==> config.mk <==
export PLATFORM = sky130hd
export DESIGN_NAME = wb_scheduler
export DESIGN_NICKNAME = d
export VERILOG_FILES = /design/src/rtl/wb_scheduler_pkg.sv /design/src/rtl/wb_fifo.sv /design/src/rtl/wb_scheduler.sv
export SDC_FILE = /design/constraint.sdc
export NUM_CORES = 1
export LEC_CHECK = 0
export ABC_AREA = 1
export ABC_CLOCK_PERIOD_IN_PS = 2930
export BUFFER_PORTS_ARGS = -buffer_cell sky130_fd_sc_hd__buf_2
export CORE_MARGIN = 1
export CORE_UTILIZATION = 40
export CTS_CLUSTER_SIZE = 8
export DETAILED_ROUTE_END_ITERATION = 8
export PLACE_DENSITY = 0.68
export SLEW_MARGIN = 20
export SYNTH_ARGS = -nofsm -noshare
export SYNTH_HDL_FRONTEND = slang
export SYNTH_SLANG_ARGS = --single-unit
==> constraint.sdc <==
create_clock -name clk -period 2.93 [get_ports clk]
set_input_delay 0.4395 -clock clk [delete_from_list [all_inputs] [get_ports clk]]
set_output_delay 0.4395 -clock clk [all_outputs]
set_load 0.03 [all_outputs]
==> src/rtl/wb_scheduler_pkg.sv <==
// Shared RV32I types: CDB payload and writeback source tags.
// Also holds the round-robin pointer step used by the scheduler.
package rv32i_types;

  typedef struct packed {
    logic        cdb_valid;
    logic [4:0]  rob_index;
    logic [5:0]  pd;
    logic [31:0] data;
  } cdb_t;

  typedef enum logic [1:0] {
    SRC_ALU = 2'd0,
    SRC_MUL = 2'd1,
    SRC_LS  = 2'd2
  } wb_src_t;

  localparam int unsigned NUM_SRC = 3;

  function automatic logic [1:0] rr_next(input logic [1:0] p);
    return (p == 2'd2) ? 2'd0 : p + 2'd1;
  endfunction

endpackage

==> src/rtl/wb_fifo.sv <==
// Per-source writeback buffer holding CDB payloads.
// Fullness comes from registered count, so full blocks push even on pop.
module wb_fifo
  import rv32i_types::*;
#(
  parameter int FIFO_DEPTH = 2
) (
  input  logic clk,
  input  logic rst,
  input  logic flush,
  input  logic push,
  input  cdb_t din,
  input  logic pop,
  output cdb_t head,
  output logic full,
  output logic empty
);

  localparam int PW = (FIFO_DEPTH > 1) ? $clog2(FIFO_DEPTH) : 1;
  localparam int CW = $clog2(FIFO_DEPTH) + 1;
  localparam logic [CW-1:0] DEPTH_C = CW'(FIFO_DEPTH);
  localparam logic [PW-1:0] LAST = PW'(FIFO_DEPTH - 1);

  cdb_t          mem [FIFO_DEPTH];
  logic [PW-1:0] rd_ptr;
  logic [PW-1:0] wr_ptr;
  logic [CW-1:0] count;
  logic          do_push;
  logic          do_pop;

  assign full    = (count == DEPTH_C);
  assign empty   = (count == '0);
  assign do_push = push && !full && !flush;
  assign do_pop  = pop && !empty && !flush;
  assign head    = mem[rd_ptr];

  // Payload storage; contents are only meaningful below count.
  always_ff @(posedge clk) begin
    if (do_push) mem[wr_ptr] <= din;
  end

  // Pointer and occupancy tracking; flush drops everything at once.
  always_ff @(posedge clk or posedge rst) begin
    if (rst) begin
      rd_ptr <= '0;
      wr_ptr <= '0;
      count  <= '0;
    end else if (flush) begin
      rd_ptr <= '0;
      wr_ptr <= '0;
      count  <= '0;
    end else begin
      if (do_push) wr_ptr <= (wr_ptr == LAST) ? '0 : wr_ptr + 1'b1;
      if (do_pop)  rd_ptr <= (rd_ptr == LAST) ? '0 : rd_ptr + 1'b1;
      unique case ({do_push, do_pop})
        2'b10:   count <= count + 1'b1;
        2'b01:   count <= count - 1'b1;
        default: count <= count;
      endcase
    end
  end

endmodule

==> src/rtl/wb_scheduler.sv <==
// Writeback scheduler: three source FIFOs share one registered CDB.
// Round-robin grant among non-empty heads, one broadcast per cycle.
module wb_scheduler
  import rv32i_types::*;
#(
  parameter int FIFO_DEPTH = 2
) (
  input  logic    clk,
  input  logic    rst,
  input  logic    branch_flush,
  input  logic    alu_cdb_valid,
  input  logic    mul_cdb_valid,
  input  logic    ls_cdb_valid,
  input  cdb_t    ALU_cdb,
  input  cdb_t    MUL_cdb,
  input  cdb_t    LS_cdb,
  output logic    alu_cdb_ready,
  output logic    mul_cdb_ready,
  output logic    ls_cdb_ready,
  output cdb_t    cdb,
  output wb_src_t cdb_src,
  output logic    wb_busy
);

  logic [2:0] src_valid;
  logic [2:0] full;
  logic [2:0] empty;
  logic [2:0] pop;
  cdb_t       src_din [NUM_SRC];
  cdb_t       head [NUM_SRC];
  logic [1:0] rr_ptr;
  logic [1:0] cand [NUM_SRC];
  logic [1:0] gnt_idx;
  logic       gnt;

  assign src_valid  = {ls_cdb_valid, mul_cdb_valid, alu_cdb_valid};
  assign src_din[0] = ALU_cdb;
  assign src_din[1] = MUL_cdb;
  assign src_din[2] = LS_cdb;

  for (genvar i = 0; i < NUM_SRC; i++) begin : g_fifo
    wb_fifo #(
      .FIFO_DEPTH(FIFO_DEPTH)
    ) u_fifo (
      .clk  (clk),
      .rst  (rst),
      .flush(branch_flush),
      .push (src_valid[i]),
      .din  (src_din[i]),
      .pop  (pop[i]),
      .head (head[i]),
      .full (full[i]),
      .empty(empty[i])
    );
  end

  assign alu_cdb_ready = !full[0];
  assign mul_cdb_ready = !full[1];
  assign ls_cdb_ready  = !full[2];
  assign wb_busy       = !(&empty) || cdb.cdb_valid;

  // Scan heads starting at rr_ptr; first non-empty one wins.
  always_comb begin
    cand[0] = rr_ptr;
    cand[1] = rr_next(rr_ptr);
    cand[2] = rr_next(cand[1]);
    gnt     = 1'b0;
    gnt_idx = rr_ptr;
    for (int k = 0; k < NUM_SRC; k++) begin
      if (!gnt && !empty[cand[k]]) begin
        gnt     = 1'b1;
        gnt_idx = cand[k];
      end
    end
  end

  // Dequeue the granted head; the FIFO itself ignores pop on flush.
  always_comb begin
    pop = '0;
    if (gnt) pop[gnt_idx] = 1'b1;
  end

  // Broadcast register and round-robin pointer.
  always_ff @(posedge clk or posedge rst) begin
    if (rst) begin
      cdb     <= '0;
      cdb_src <= SRC_ALU;
      rr_ptr  <= 2'd0;
    end else if (branch_flush) begin
      cdb <= '0;
    end else if (gnt) begin
      cdb           <= head[gnt_idx];
      cdb.cdb_valid <= 1'b1;
      cdb_src       <= wb_src_t'(gnt_idx);
      rr_ptr        <= rr_next(gnt_idx);
    end else begin
      cdb.cdb_valid <= 1'b0;
    end
  end

endmodule

; Yosys cells after proc, flatten, opt, wreduce, memory -nomap -nowiden
; Memories as Yosys holds them, arrays and structs flattened.
; Index checks and enable logic that the tools add are counted.
[totals]
output_inout_bits = 50
mem_count = 3
elab_cells = 148
register_bits = 60
mem_bits_rw = 264
[memory_table]
columns = name, words, word_bits, rd, rd_clocked_by_memory_dff, wr, line_no
row1 = g_fifo[0].u_fifo.mem, 2, 44, 1, 0, 1, wb_fifo.sv:24  ; cdb_t mem [FIFO_DEPTH];
row2 = g_fifo[1].u_fifo.mem, 2, 44, 1, 0, 1, wb_fifo.sv:24
row3 = g_fifo[2].u_fifo.mem, 2, 44, 1, 0, 1, wb_fifo.sv:24
[classes]
bitwise = 2
reduce_logical = 42
magnitude_cmp = 6
add_sub_neg = 15
muxes = 53
eq_ne = 12
[ops]
columns = op, count
row1 = 43-bit 2-to-1 mux, 3
row2 = 44-bit binary-select mux with 2-bit select, 1
row3 = 44-bit 2-to-1 mux, 1
row4 = 1-bit 2-to-1 mux, 32
row5 = 2-bit == test (second input constant), 9
row6 = 2-bit 2-to-1 mux, 8
row7 = 1-bit logical AND, 15
row8 = 2-bit nonzero test, 7
row9 = 2-bit by 1-bit adder with 2-bit output (second input constant), 6
row10 = 2-bit by 3-bit less-than comparator with 1-bit output (second input constant), 4
row11 = 2-bit case mux with 2 select lines, 3
row12 = 1-bit zero test, 11
row13 = 3-bit nonzero test, 3
row14 = 1-bit adder (second input constant), 6
row15 = 1-bit binary-select mux with 2-bit select, 3
row16 = 2-bit by 1-bit == test with 1-bit output (second input constant), 3
row17 = 2-bit zero test, 3
row18 = 2-bit by 1-bit subtractor with 2-bit output (second input constant), 3
row19 = 3-bit >= comparator (second input constant), 1
row20 = 3-bit 2-to-1 mux, 1
row21 = 2-bit inverter with 3-bit output, 1
row22 = 3-bit AND reduction, 1
row23 = 1-bit demux with 2-bit select, 1
row24 = 2-bit by 1-bit >= comparator with 1-bit output (second input constant), 1
row25 = 3 further kinds, 3

; Depth between registers and ports, before layout
; Gate-level depths: netlist of the first run.
[depth]
word_depth = 20
depth_mapped = 16
depth_no_buf = 15

; Hierarchy
; Synthesis of the first run repeated with hierarchy kept, for this count alone.
[unflattened]
cells_unflattened = 998
area_unflattened_um2 = 13449.1
[modules_own_cells]
columns = module, cells_each, area_per_inst_um2, instances, seq_area_each_um2
row1 = wb_fifo (g_fifo[1].u_fifo ...), 176, 3457.1, 2, 2742.6
row2 = wb_fifo (g_fifo[0].u_fifo), 175, 3442.1, 1, 2742.6
row3 = wb_scheduler, 471, 3093.0, 1, 1201.2

; Worst setup path before layout of the first run
; No wires, ideal clock.
[synth_timing]
kind = flip-flop to flip-flop
startpoint = reg g_fifo[1].u_fifo.count[0]
endpoint = mem g_fifo[1].u_fifo.mem[0][0] (netlist bit), enable pin
arrival_ns = 2.818
stages_incl_launch_ff = 7
period_less_slack_ns = 3.262
setup_slack_ns = -0.332
path_cell_list = dfrtp_1 -> inv_1 -> nand2_1 -> nand2_1 -> nor2_1 -> inv_1 -> nor2_1
[synth_between]
elab_chain_len = 6
[synth_lines]
columns = item, line_no
row1 = start: declaration, wb_fifo.sv:27  ; logic [CW-1:0] count;
row2 = start signal: assignment, wb_fifo.sv:56  ; 2'b10: count <= count + 1'b1;
row3 = start signal: assignment, wb_fifo.sv:57  ; 2'b01: count <= count - 1'b1;
row4 = start signal: assignment, wb_fifo.sv:58  ; default: count <= count;
row5 = 2-bit == test, wb_fifo.sv:31  ; assign full = (count == DEPTH_C);
row6 = 1-bit zero test, -
row7 = net mul_cdb_ready, wb_scheduler.sv:18  ; output logic mul_cdb_ready,
row8 = 1-bit logical AND (2 in series), wb_fifo.sv:33  ; assign do_push = push && !full && !flush;
row9 = 1-bit 2-to-1 mux, wb_fifo.sv:39  ; if (do_push) mem[wr_ptr] <= din;
row10 = 1-bit 2-to-1 mux (implied by the code), wb_fifo.sv:39
row11 = end: declaration, wb_fifo.sv:24
; The timed path passes the listed nets, and every way through them passes these cells.

; Final worst setup path of the first run
[layout_timing]
startpoint = reg rr_ptr[1]
endpoint = reg cdb[17] (netlist bit)
[layout_between]
elab_chain_len = 16
elab_cells_between_ends = 29
cone_classes = 2 x add/sub / 2 x eq/ne / 18 x mux / 1 x bitwise / 6 x reduce/logical
[layout_lines]
columns = item, line_no
row1 = start: declaration, wb_scheduler.sv:31  ; logic [1:0] rr_ptr;
row2 = start signal: assignment, wb_scheduler.sv:95  ; rr_ptr <= rr_next(gnt_idx);
row3 = branches (longest 16 deep; another with 2-bit by 1-bit adder with 2-bit output), -
row4 = end signal: assignment, wb_scheduler.sv:92  ; cdb <= head[gnt_idx];
row5 = end: declaration, wb_scheduler.sv:20  ; output cdb_t cdb,
; Several ways; the timed one is not identified. The select of a mux whose other input is x is not followed.
; A chain may end at the register's enable or synchronous reset.

==> key figures, run 1 <==
Worst setup path
  • R2R setup slack: 0.42 ns
  • CP Class: flip-flop to flip-flop
  • Worst setup SP type: flip-flop
  • RR Startpoint: rr_ptr[1]
  • Worst R2R End: cdb[17]
  • CP Data Required Time: 3.37 ns
  • FF-to-FF path depth: 12
  • Worst Setup End Kind: flip-flop
  • Critical path fanouts, max: 44
  • CP Data Arrival Time: 2.95 ns

Floorplanning
  • Initial core utilization: 41.13%
  • Die X: 180.3 µm
  • Die H: 180.3 µm
  • Core ar.: 0.03091 mm²
  • Boundary Pins: 188
  • Die area: 0.03250 mm²
  • Core Rows: 64

Final layout
  • Register area: 0.009255 mm²
  • Core Util, Final: 50.06%
  • Area occupied by multi-input gates: 0.003035 mm²
  • Area growth, synth to finish: 21.71%
  • Final Non-Filler Cells: 1,512
  • # nets final: 1,221
  • Fill cell count: 2,645
  • Layout cells sized above 1: 33.93%

Flow run
  • Maxcap violations: 0

Yosys
  • Proportion of synthesized area in mux cells: 11.00%
  • Leading area contributor after synthesis: edfxtp_1
  • Largest family of logic cells by synthesized area: multiplexers
  • Simple-gate share of the synthesized area: 5.954%
  • Syn. warnings: 0
  • Synth Area per Inst: 14.65 µm²
  • Most common cell in the synthesized netlist: edfxtp_1
  • Syn nets: 1,006
  • Post-synth EDFFs: 258
  • Top cell type's share of synthesized area: 60.94%
  • Synthesized area: 0.01271 mm²
  • Synth Flop Type: edfxtp_1
  • XOR/XNOR Fraction of Synth Area: 0.06889%
  • Commonest cells in the netlist: edfxtp_1, nand2_1, mux2_2
  • Synth async-reset ratio: 18.87%
  • Sequential share of the synthesized area: 72.75%
  • Adder-Cell Fraction of Synth Area: 0%
  • Post-Synthesis Cells: 868
  • Ranking of synthesized cells by area: edfxtp_1, dfrtp_1, mux2_2
  • Register bit count reported by yosys: 318
  • Cell variety after synth: 33
  • Compound-Gate Fraction of Synth Area: 6.436%

Routing
  • Wirelength per Cell: 19.63 µm
  • Vias: 7,702
  • Final WL: 29,680 µm
  • Drt pass-1 iters: 5
  • DR vias/cell: 5.094
  • Iter 0 DRT Violations: 431
  • Drt drc: 0
  • Detail Route Antenna Nets: 0

Placement
  • I/O Buffers: 184
  • Final GP Congestion: 0.7995
  • Dpl cells: 1,431
  • Dpl ws: 0.3915 ns
  • Post-DP HPWL: 18,650 µm

STA
  • Pins Over Slew Limit: 0
  • Minimum clock period: 2.510 ns
  • Final Hold Fails: 0
  • Fin crit share: 85.67%
  • RSZ-0062 raised after global routing: false
  • Setup_tns: 0 ns
  • # setup viols final: 0
  • F_max: 398.4 MHz
  • Relative slew slack: 52.07%
  • Worst Tran Pin Value: 0.7189 ns
  • Clk_skew: 0.02199 ns
  • Final WS setup: 0.4199 ns

Worst hold path
  • Worst Hold Launch: LS_cdb[9]
  • Hold Crit Class: input port to flip-flop
  • Hold endpoint: g_fifo[2].u_fifo.mem[1][9]
  • Hold depth: 1

Clocking
  • CTS HTree Levels: 2
  • Worst skew pair latency: 0.53 ns
  • Cts bufs inserted: 45
  • TritonCTS clock tree: done
  • CTS sink cnt: 318
  • Clock Pin Slew Worst Setup and Hold Paths: 0.05 ns
  • Hold-fix buffers at CTS: 1
  • Max Root-Sink Buffers: 3
  • Setup bufs post-CTS: 0
  • CTS Root Cell: clkbuf_16
  • Cts repair resizes: 0

Global routing
  • Largest net degree at the start of global routing: 45
  • Vias in the first global route: 8,228
  • Initial antenna violation count: 6
  • Global-route wire length before repair: 45,750 µm
  • Grt total ovfl: 0
  • GR Util All Layers: 18.51%

Pwr
  • Leakage: 5.891 nW
  • Pwr/cell area: 1097 mW/mm²
  • VDD IR max: 0.8573 mV

Outcome
  • Outcome: finished clean
## stage by stage
step | total power [W] | instance area [µm²] | hold WS, ns
5_1_grt | 0.01798 | 15460 | 0.07482
3_5_place_dp | 0.01246 | 14180 | 0.4740
3_3_place_gp | 0.01229 | 14180 | 0.4719
2_1_floorplan | 0.01058 | 12730 | 0.4906
6_report | 0.01697 | 15470 | 0.09937
4_1_cts | 0.01712 | 15460 | 0.07624
## cell type report
| class | count | area share, % |
|---|---|---|
| tap | 396 | 3.202 |
| inverter | 70 | 1.706 |
| multi-input combinational | 442 | 19.62 |
| clock inverter | 1 | 0.1051 |
| timing repair buffer | 206 | 7.358 |
| sequential | 318 | 59.81 |
| antenna | 5 | 0.08086 |
| clock buffer | 74 | 8.118 |
## routing by layer
metal	vias up	global-route usage, %	part of all wire, %
met4	2	6.120	2.1
met3	49	4.628	5.6
met2	220	31.74	50
li1	3620	-	-
met5	-	0	0.044
met1	3811	22.85	43
## registers in the layout, indices dropped and copies added, names as in the netlist
| name | cells |
|---|---|
| cdb | 44 |
| g_fifo.u_fifo.wr_ptr | 3 |
| g_fifo.u_fifo.count | 6 |
| cdb_src | 2 |
| g_fifo.u_fifo.mem | 258 |
| g_fifo.u_fifo.rd_ptr | 3 |
| rr_ptr | 2 |
## cell usage in the layout, fill, tap and decap left out, drive strengths merged
master and instances:
nand3 19, clkinv 2, mux2i 43, nor3 1
mux2 86, dfrtp 60, clkbuf 74, nand2 116
o22ai 43, nand4 3, dlygate4sd3 1, o21a 2
o21ai 93, nor2 25, a21oi 4, o211ai 2
buf 205, o21bai 3, xor2 1, edfxtp 258
diode 5, inv 69, o31ai 1
## worst max path at each step
stage,start,to,cells after the start
finish,rr_ptr[1],cdb[17],12
global placement,rr_ptr[1],cdb[14],12
floorplan,g_fifo[1].u_fifo.count[0],g_fifo[1].u_fifo.mem[0][0],6
detailed placement,rr_ptr[1],cdb[17],12
global route,rr_ptr[1],cdb[14],12
CTS,rr_ptr[1],cdb[17],12
## cell families after synthesis
family          Yosys count
flops                   318
simple gates            164
compound gates          148
mux                     129
buf+inv                 108
xor+xnor                  1
## power by group
group	internal [W]	total, W	switching (W)
Sequential	0.00559	0.00603	0.000446
Combinational	0.00212	0.00629	0.00418
Clock	0.00288	0.00464	0.00176
Total	0.0106	0.0170	0.00638
## worst max-delay path, stage by stage, from the launching register on
cell and delay [ns]:
dfrtp_1 0.56, inv_2 0.12, nand2_2 0.12, nor2_2 0.06
nor2_4 0.19, inv_2 0.04, nand2_1 0.12, nand2_1 0.08
inv_2 0.20, nand2_4 0.38, o21ai_0 0.33, inv_1 0.07
o21ai_0 0.16
Note: power is estimated with default switching activity, not from simulation.
==> run 2, diff against run 1 <==
Settings changed: RECOVER_POWER set to 100.
==> run 2 against run 1 <==
Effect of this change: final cell count is the same; non-clock buffer count is the same; clock skew shrank 0.00098 ns; clock-buffer cell count is the same; power shrank 1.3%; highest routed layer unchanged; largest power group is now sequential cells; global-route usage is the same; sequential power is essentially flat.
==> key figures, run 2 (synthesized netlist as in run 1, its figures left out) <==
Pwr
  • VDD IR max: 0.8466 mV
  • Switching pwr: 0.006314 W
  • Leakage: 5.536 nW
  • Reg power frac: 36.1%
  • Clk pwr share: 27.7%
  • Comb power frac: 36.1%
  • Pwr/cell area: 1097 mW/mm²
  • Sw frac: 37.72%
  • Pint: 0.01043 W

Worst setup path
  • CP Class: flip-flop to flip-flop
  • FF-to-FF path depth: 11
  • Cell chain of the critical path: nor2_2 -> nand2_1 -> nand2_1 -> nor2_1 -> nand3_2 -> nand3_1 -> nand2_4 -> nand2_4 -> o21ai_0 -> inv_1 -> o21ai_1
  • Buf/Inv on CP: 1
  • CP max stage delay: 0.57 ns
  • CP Data Arrival Time: 2.96 ns
  • R2R setup slack: 0.38 ns
  • Worst Setup End Kind: flip-flop
  • CP Data Required Time: 3.34 ns
  • Worst R2R End: cdb[8]
  • RR Startpoint: rr_ptr[1]
  • Critical path fanouts, max: 44
  • Top delay family on crit path: simple AND/OR/NAND/NOR gates
  • Slowest CP cell: dfrtp_1
  • Worst setup SP type: flip-flop

Placement
  • I/O Buffers: 184
  • Dpl ws: 0.3915 ns
  • Dpl cell area: 0.01418 mm²
  • Dpl cells: 1,431
  • Final GP Congestion: 0.7995
  • Post-DP HPWL: 18,650 µm

Clocking
  • CTS sink cnt: 318
  • Clock Pin Slew Worst Setup and Hold Paths: 0.05 ns
  • CTS HTree Levels: 2
  • CTS Root Cell: clkbuf_16
  • Max Root-Sink Buffers: 3
  • Worst skew pair latency: 0.52 ns
  • Cts bufs inserted: 45
  • TritonCTS clock tree: done

STA
  • Pins Over Slew Limit: 0
  • Setup_tns: 0 ns
  • Clk_skew: 0.02101 ns
  • Relative slew slack: 1.345%
  • F_max: 391.7 MHz
  • Worst Hold Slack: 0.09961 ns
  • Final WS setup: 0.3770 ns
  • Final Hold Fails: 0
  • RSZ-0062 raised after global routing: false
  • # setup viols final: 0
  • Worst Tran Pin Value: 1.480 ns
  • Minimum clock period: 2.553 ns
  • Fin crit share: 87.13%

Final layout
  • Highest-count cells in the layout ignoring fill and taps: edfxtp_1, clkbuf_1, nand2_1, mux2_2, buf_2
  • Final Non-Filler Cells: 1,512
  • Area growth, synth to finish: 19.99%
  • Regs by FF count: g_fifo.u_fifo.mem (258), cdb (44), g_fifo.u_fifo.count (6)
  • Post-Layout Inst Area: 0.01525 mm²
  • Most common cell after layout, fill and taps aside: edfxtp_1
  • Fill cell count: 2,692
  • Register area: 0.009255 mm²
  • Max FFs per register: 258
  • Largest register by flop count: g_fifo.u_fifo.mem
  • # nets final: 1,221
  • Layout cells sized above 1: 23.49%
  • Area occupied by multi-input gates: 0.002998 mm²

Floorplanning
  • Core Rows: 64
  • Initial core utilization: 41.13%
  • Core ar.: 0.03091 mm²
  • Boundary Pins: 188
  • Die H: 180.3 µm
  • Die X: 180.3 µm
  • Die area: 0.03250 mm²

Worst hold path
  • Worst Hold Launch: LS_cdb[12]
  • Hold Crit Class: input port to flip-flop
  • Hold endpoint: g_fifo[2].u_fifo.mem[1][12]
  • Hold depth: 1

Global routing
  • GR Util All Layers: 18.51%
  • Largest net degree at the start of global routing: 45
  • Global-route wire length before repair: 45,750 µm
  • Initial antenna violation count: 6
  • Global Route met1 Usage: 22.85%
  • Grt met2 use: 31.74%
  • Grt total ovfl: 0
  • Met3 usage: 4.628%
  • Vias in the first global route: 8,228
  • Grt peak-use layer: met2

Routing
  • Iter 0 DRT Violations: 378
  • Wirelength per Cell: 19.70 µm
  • Drt pass-1 iters: 5
  • DR vias/cell: 5.112
  • Vias: 7,730
  • Drt drc: 0
  • Detail Route Antenna Nets: 0
  • Final WL: 29,790 µm

Outcome
  • Outcome: finished clean

Flow run
  • Maxcap violations: 0
## run 2: cell count changes in the layout (fill, tap and decap cells not counted), sizes merged
cell,delta
clkinv,-1
clkinvlp,+1
clkbuf,+117
buf,-117
## run 2: through the flow
step / util, % / total power (W)
2_1_floorplan: - / 0.01058
3_3_place_gp: 45.87 / 0.01229
3_5_place_dp: 45.87 / 0.01246
4_1_cts: 50.02 / 0.01712
5_1_grt: 49.32 / 0.01775
6_report: 49.35 / 0.01674
## run 2: worst register-to-register path, delay by kind of cell, from the launching register on
family / cells / cell delay (ns)
flops: 1 / 0.57
buf+inv: 1 / 0.10
simple gates: 8 / 1.47
compound gates: 2 / 0.30
## run 2: area by class of cell
type,instances,area share [%]
clock inverters,1,0.1066
multi-input cells,442,19.65
diodes,5,0.08202
inverters,70,1.731
clock buffers,74,8.235
well taps,396,3.248
flip-flops and latches,318,60.67
repair buffers,206,6.275
## run 2: how the worst max path moves through the flow
stage	startpoint	end	cells after the start
after floorplan	g_fifo[1].u_fifo.count[0]	g_fifo[1].u_fifo.mem[0][0]	6
after global placement	rr_ptr[1]	cdb[14]	12
after detailed placement	rr_ptr[1]	cdb[17]	12
after CTS	rr_ptr[1]	cdb[17]	12
after global routing	rr_ptr[1]	cdb[8]	11
final	rr_ptr[1]	cdb[8]	11
## run 2: what timing repair did
| action | CTS | global route |
|---|---|---|
| endpoints found under the hold margin | 23 | 0 |
| hold buffers | 1 | 0 |
| gates resized for setup | 0 | 0 |
| buffers inserted | 0 | 0 |
## run 2: per-layer routing
metal | up-vias | part of all wire, %
met3 | 57 | 6.2
met5 | - | 0.044
met1 | 3816 | 42
met2 | 236 | 49
li1 | 3619 | -
met4 | 2 | 2.4
## run 2: power by group through the flow
| stage | combinational [W] | sequential, W | clock (W) |
|---|---|---|---|
| finish | 0.00605 | 0.00605 | 0.00464 |
| global route | 0.00669 | 0.00611 | 0.00494 |
| CTS | 0.00635 | 0.00604 | 0.00473 |
| detailed placement | 0.00635 | 0.00611 | 0 |
| global placement | 0.00620 | 0.00609 | 0 |
| floorplan | 0.00419 | 0.00640 | 0 |
==> run 3, diff against run 2 <==
Settings changed: CORE_ASPECT_RATIO set to 0.6.
==> run 3 against run 2 <==
Effect of this change: the run now ends with capacitance limit, slew limit left; critical path depth fell by 4; final cell count rose by 1.1%; core utilization fell by 0.50 points; clock skew fell by 0.0059 ns; cell area barely moved; non-clock buffer count fell by 6; die area barely moved; global-route usage rose by 0.79 points; critical path type unchanged; largest power group unchanged; highest routed layer unchanged.
==> key figures, run 3 (synthesized netlist as in run 1, its figures left out) <==
Final layout
  • Fill cell count: 2,719
  • Regs by FF count: g_fifo.u_fifo.mem (258), cdb (44), g_fifo.u_fifo.count (6)
  • Largest register by flop count: g_fifo.u_fifo.mem
  • Area growth, synth to finish: 19.95%
  • Post-Layout Inst Area: 0.01525 mm²
  • Layout cells sized above 1: 22.81%
  • Final Non-Filler Cells: 1,528
  • Core Util, Final: 48.85%
  • Highest-count cells in the layout ignoring fill and taps: edfxtp_1, clkbuf_1, nand2_1, mux2_2, buf_2
  • Most common cell after layout, fill and taps aside: edfxtp_1
  • # nets final: 1,215
  • Max FFs per register: 258

Routing
  • Final WL: 30,970 µm
  • Routed length on met1: 14,020 µm
  • DR vias/cell: 5.028
  • Drt pass-1 iters: 5
  • Met2 WL post-DR: 14,070 µm
  • Top Metal Used: met5
  • Detail Route Antenna Nets: 0
  • Drt drc: 0
  • Wirelength per Cell: 20.27 µm
  • Vias: 7,683
  • Iter 0 DRT Violations: 484
  • WL met3: 2293 µm

Floorplanning
  • Die X: 232.2 µm
  • Die area: 0.03252 mm²
  • Die H: 140.1 µm
  • Core Rows: 50
  • Core ar.: 0.03122 mm²
  • Boundary Pins: 188
  • Initial core utilization: 40.73%

Worst setup path
  • CP max stage delay: 0.75 ns
  • Cell chain of the critical path: inv_1 -> nand2_1 -> nand2_1 -> nor2_1 -> inv_1 -> nor2_2 -> clkbuf_4
  • Critical path fanouts, max: 29
  • Worst Setup End Kind: flip-flop
  • Worst setup SP type: flip-flop
  • CP Data Required Time: 3.09 ns
  • CP Data Arrival Time: 2.85 ns
  • CP Class: flip-flop to flip-flop
  • Slowest CP cell: nor2_2

Clocking
  • CTS Root Cell: clkbuf_16
  • Cts bufs inserted: 45
  • Worst skew pair latency: 0.53 ns
  • Cts repair resizes: 0
  • TritonCTS clock tree: done
  • Hold-fix buffers at CTS: 0
  • CTS HTree Levels: 2
  • Max Root-Sink Buffers: 3
  • CTS sink cnt: 318
  • Clock Pin Slew Worst Setup and Hold Paths: 0.05 ns
  • Setup bufs post-CTS: 0

Placement
  • Dpl cell area: 0.01422 mm²
  • Final GP Congestion: 0.7343
  • I/O Buffers: 184
  • Post-DP HPWL: 19,400 µm
  • Dpl ws: 0.3985 ns
  • Dpl cells: 1,446

STA
  • Final WS setup: 0.2349 ns
  • Final Hold Fails: 0
  • Relative slew slack: -52.86%
  • Pins Over Slew Limit: 39
  • Clk_skew: 0.01508 ns
  • F_max: 371.0 MHz
  • Minimum clock period: 2.695 ns
  • RSZ-0062 raised after global routing: false
  • Setup_tns: 0 ns
  • Worst Tran Pin Value: 2.280 ns
  • Fin crit share: 91.98%
  • # setup viols final: 0

Global routing
  • GR Util All Layers: 19.30%
  • Vias in the first global route: 7,753
  • Initial antenna violation count: 7
  • Grt total ovfl: 0
  • Global-route wire length before repair: 46,100 µm
  • Largest net degree at the start of global routing: 45

Pwr
  • Clk pwr share: 28.0%
  • Sw frac: 37.78%
  • Comb power frac: 35.4%
  • Pint: 0.01038 W
  • Switching pwr: 0.006300 W
  • Reg power frac: 36.5%
  • Leakage: 5.506 nW
  • VDD IR max: 1.069 mV
  • Pwr/cell area: 1094 mW/mm²

Outcome
  • Outcome: finished, violations left
  • Violated checks: capacitance limit, slew limit

Worst hold path
  • Hold Crit Class: input port to flip-flop

Flow run
  • Maxcap violations: 1
## run 3: cell types whose count changed in the layout (fill, tap and decap cells not counted), sizes merged
cell,before,now
diode,5,3
clkinv,1,0
dlygate4sd3,1,0
clkbuf,191,198
buf,88,81
## run 3: final timing paths
kind / from / to / slack, ns / depth (start not counted)
worst min register to register: cdb[15] / cdb[15] / 0.48 / 2
min in group asynchronous: rst / cdb[4] / 0.51 / 2
worst max register to register: g_fifo[0].u_fifo.count[0] / g_fifo[0].u_fifo.mem[1][5] / 0.23 / 7
worst min-delay path: ALU_cdb[33] / g_fifo[0].u_fifo.mem[0][33] / 0.1 / 1
worst max-delay path: g_fifo[0].u_fifo.count[0] / g_fifo[0].u_fifo.mem[1][5] / 0.23 / 7
max in group asynchronous: rst / g_fifo[2].u_fifo.rd_ptr / 1.14 / 2
## run 3: cell type report
cell class,count,area (µm²),share of cell area (%)
antenna,3,7.507,0.04923
clock buffer,79,1264,8.287
inverter,70,264.0,1.731
multi-input combinational,442,2990,19.61
sequential,318,9255,60.69
tap,416,520.5,3.413
timing repair buffer,200,948.4,6.219
## run 3: stage by stage
step                power [W]  hold WS (ns)
finish                0.01668       0.09798
detailed placement    0.01246        0.4703
global placement      0.01234        0.4672
global route          0.01769       0.07187
CTS                   0.01720       0.06683
floorplan             0.01058        0.4906
## run 3: layer usage
metal,up-vias,track usage (%)
li1,3606,-
met1,3782,25.74
met2,232,30.91
met3,55,5.680
met4,8,4.813
met5,-,0
## run 3: critical path, delay by kind of cell (launching register included)
kind	cells	cell delay [ns]
AND/OR/NAND/NOR	4	1.04
flip-flops	1	0.41
buffers and inverters	3	0.85
## run 3: power by group through the flow
stage          clock [W]  combinational, W  sequential [W]
2_1_floorplan          0           0.00419         0.00640
3_3_place_gp           0           0.00620         0.00614
3_5_place_dp           0           0.00630         0.00616
4_1_cts          0.00480           0.00631         0.00608
5_1_grt          0.00499           0.00655         0.00615
6_report         0.00468           0.00591         0.00609
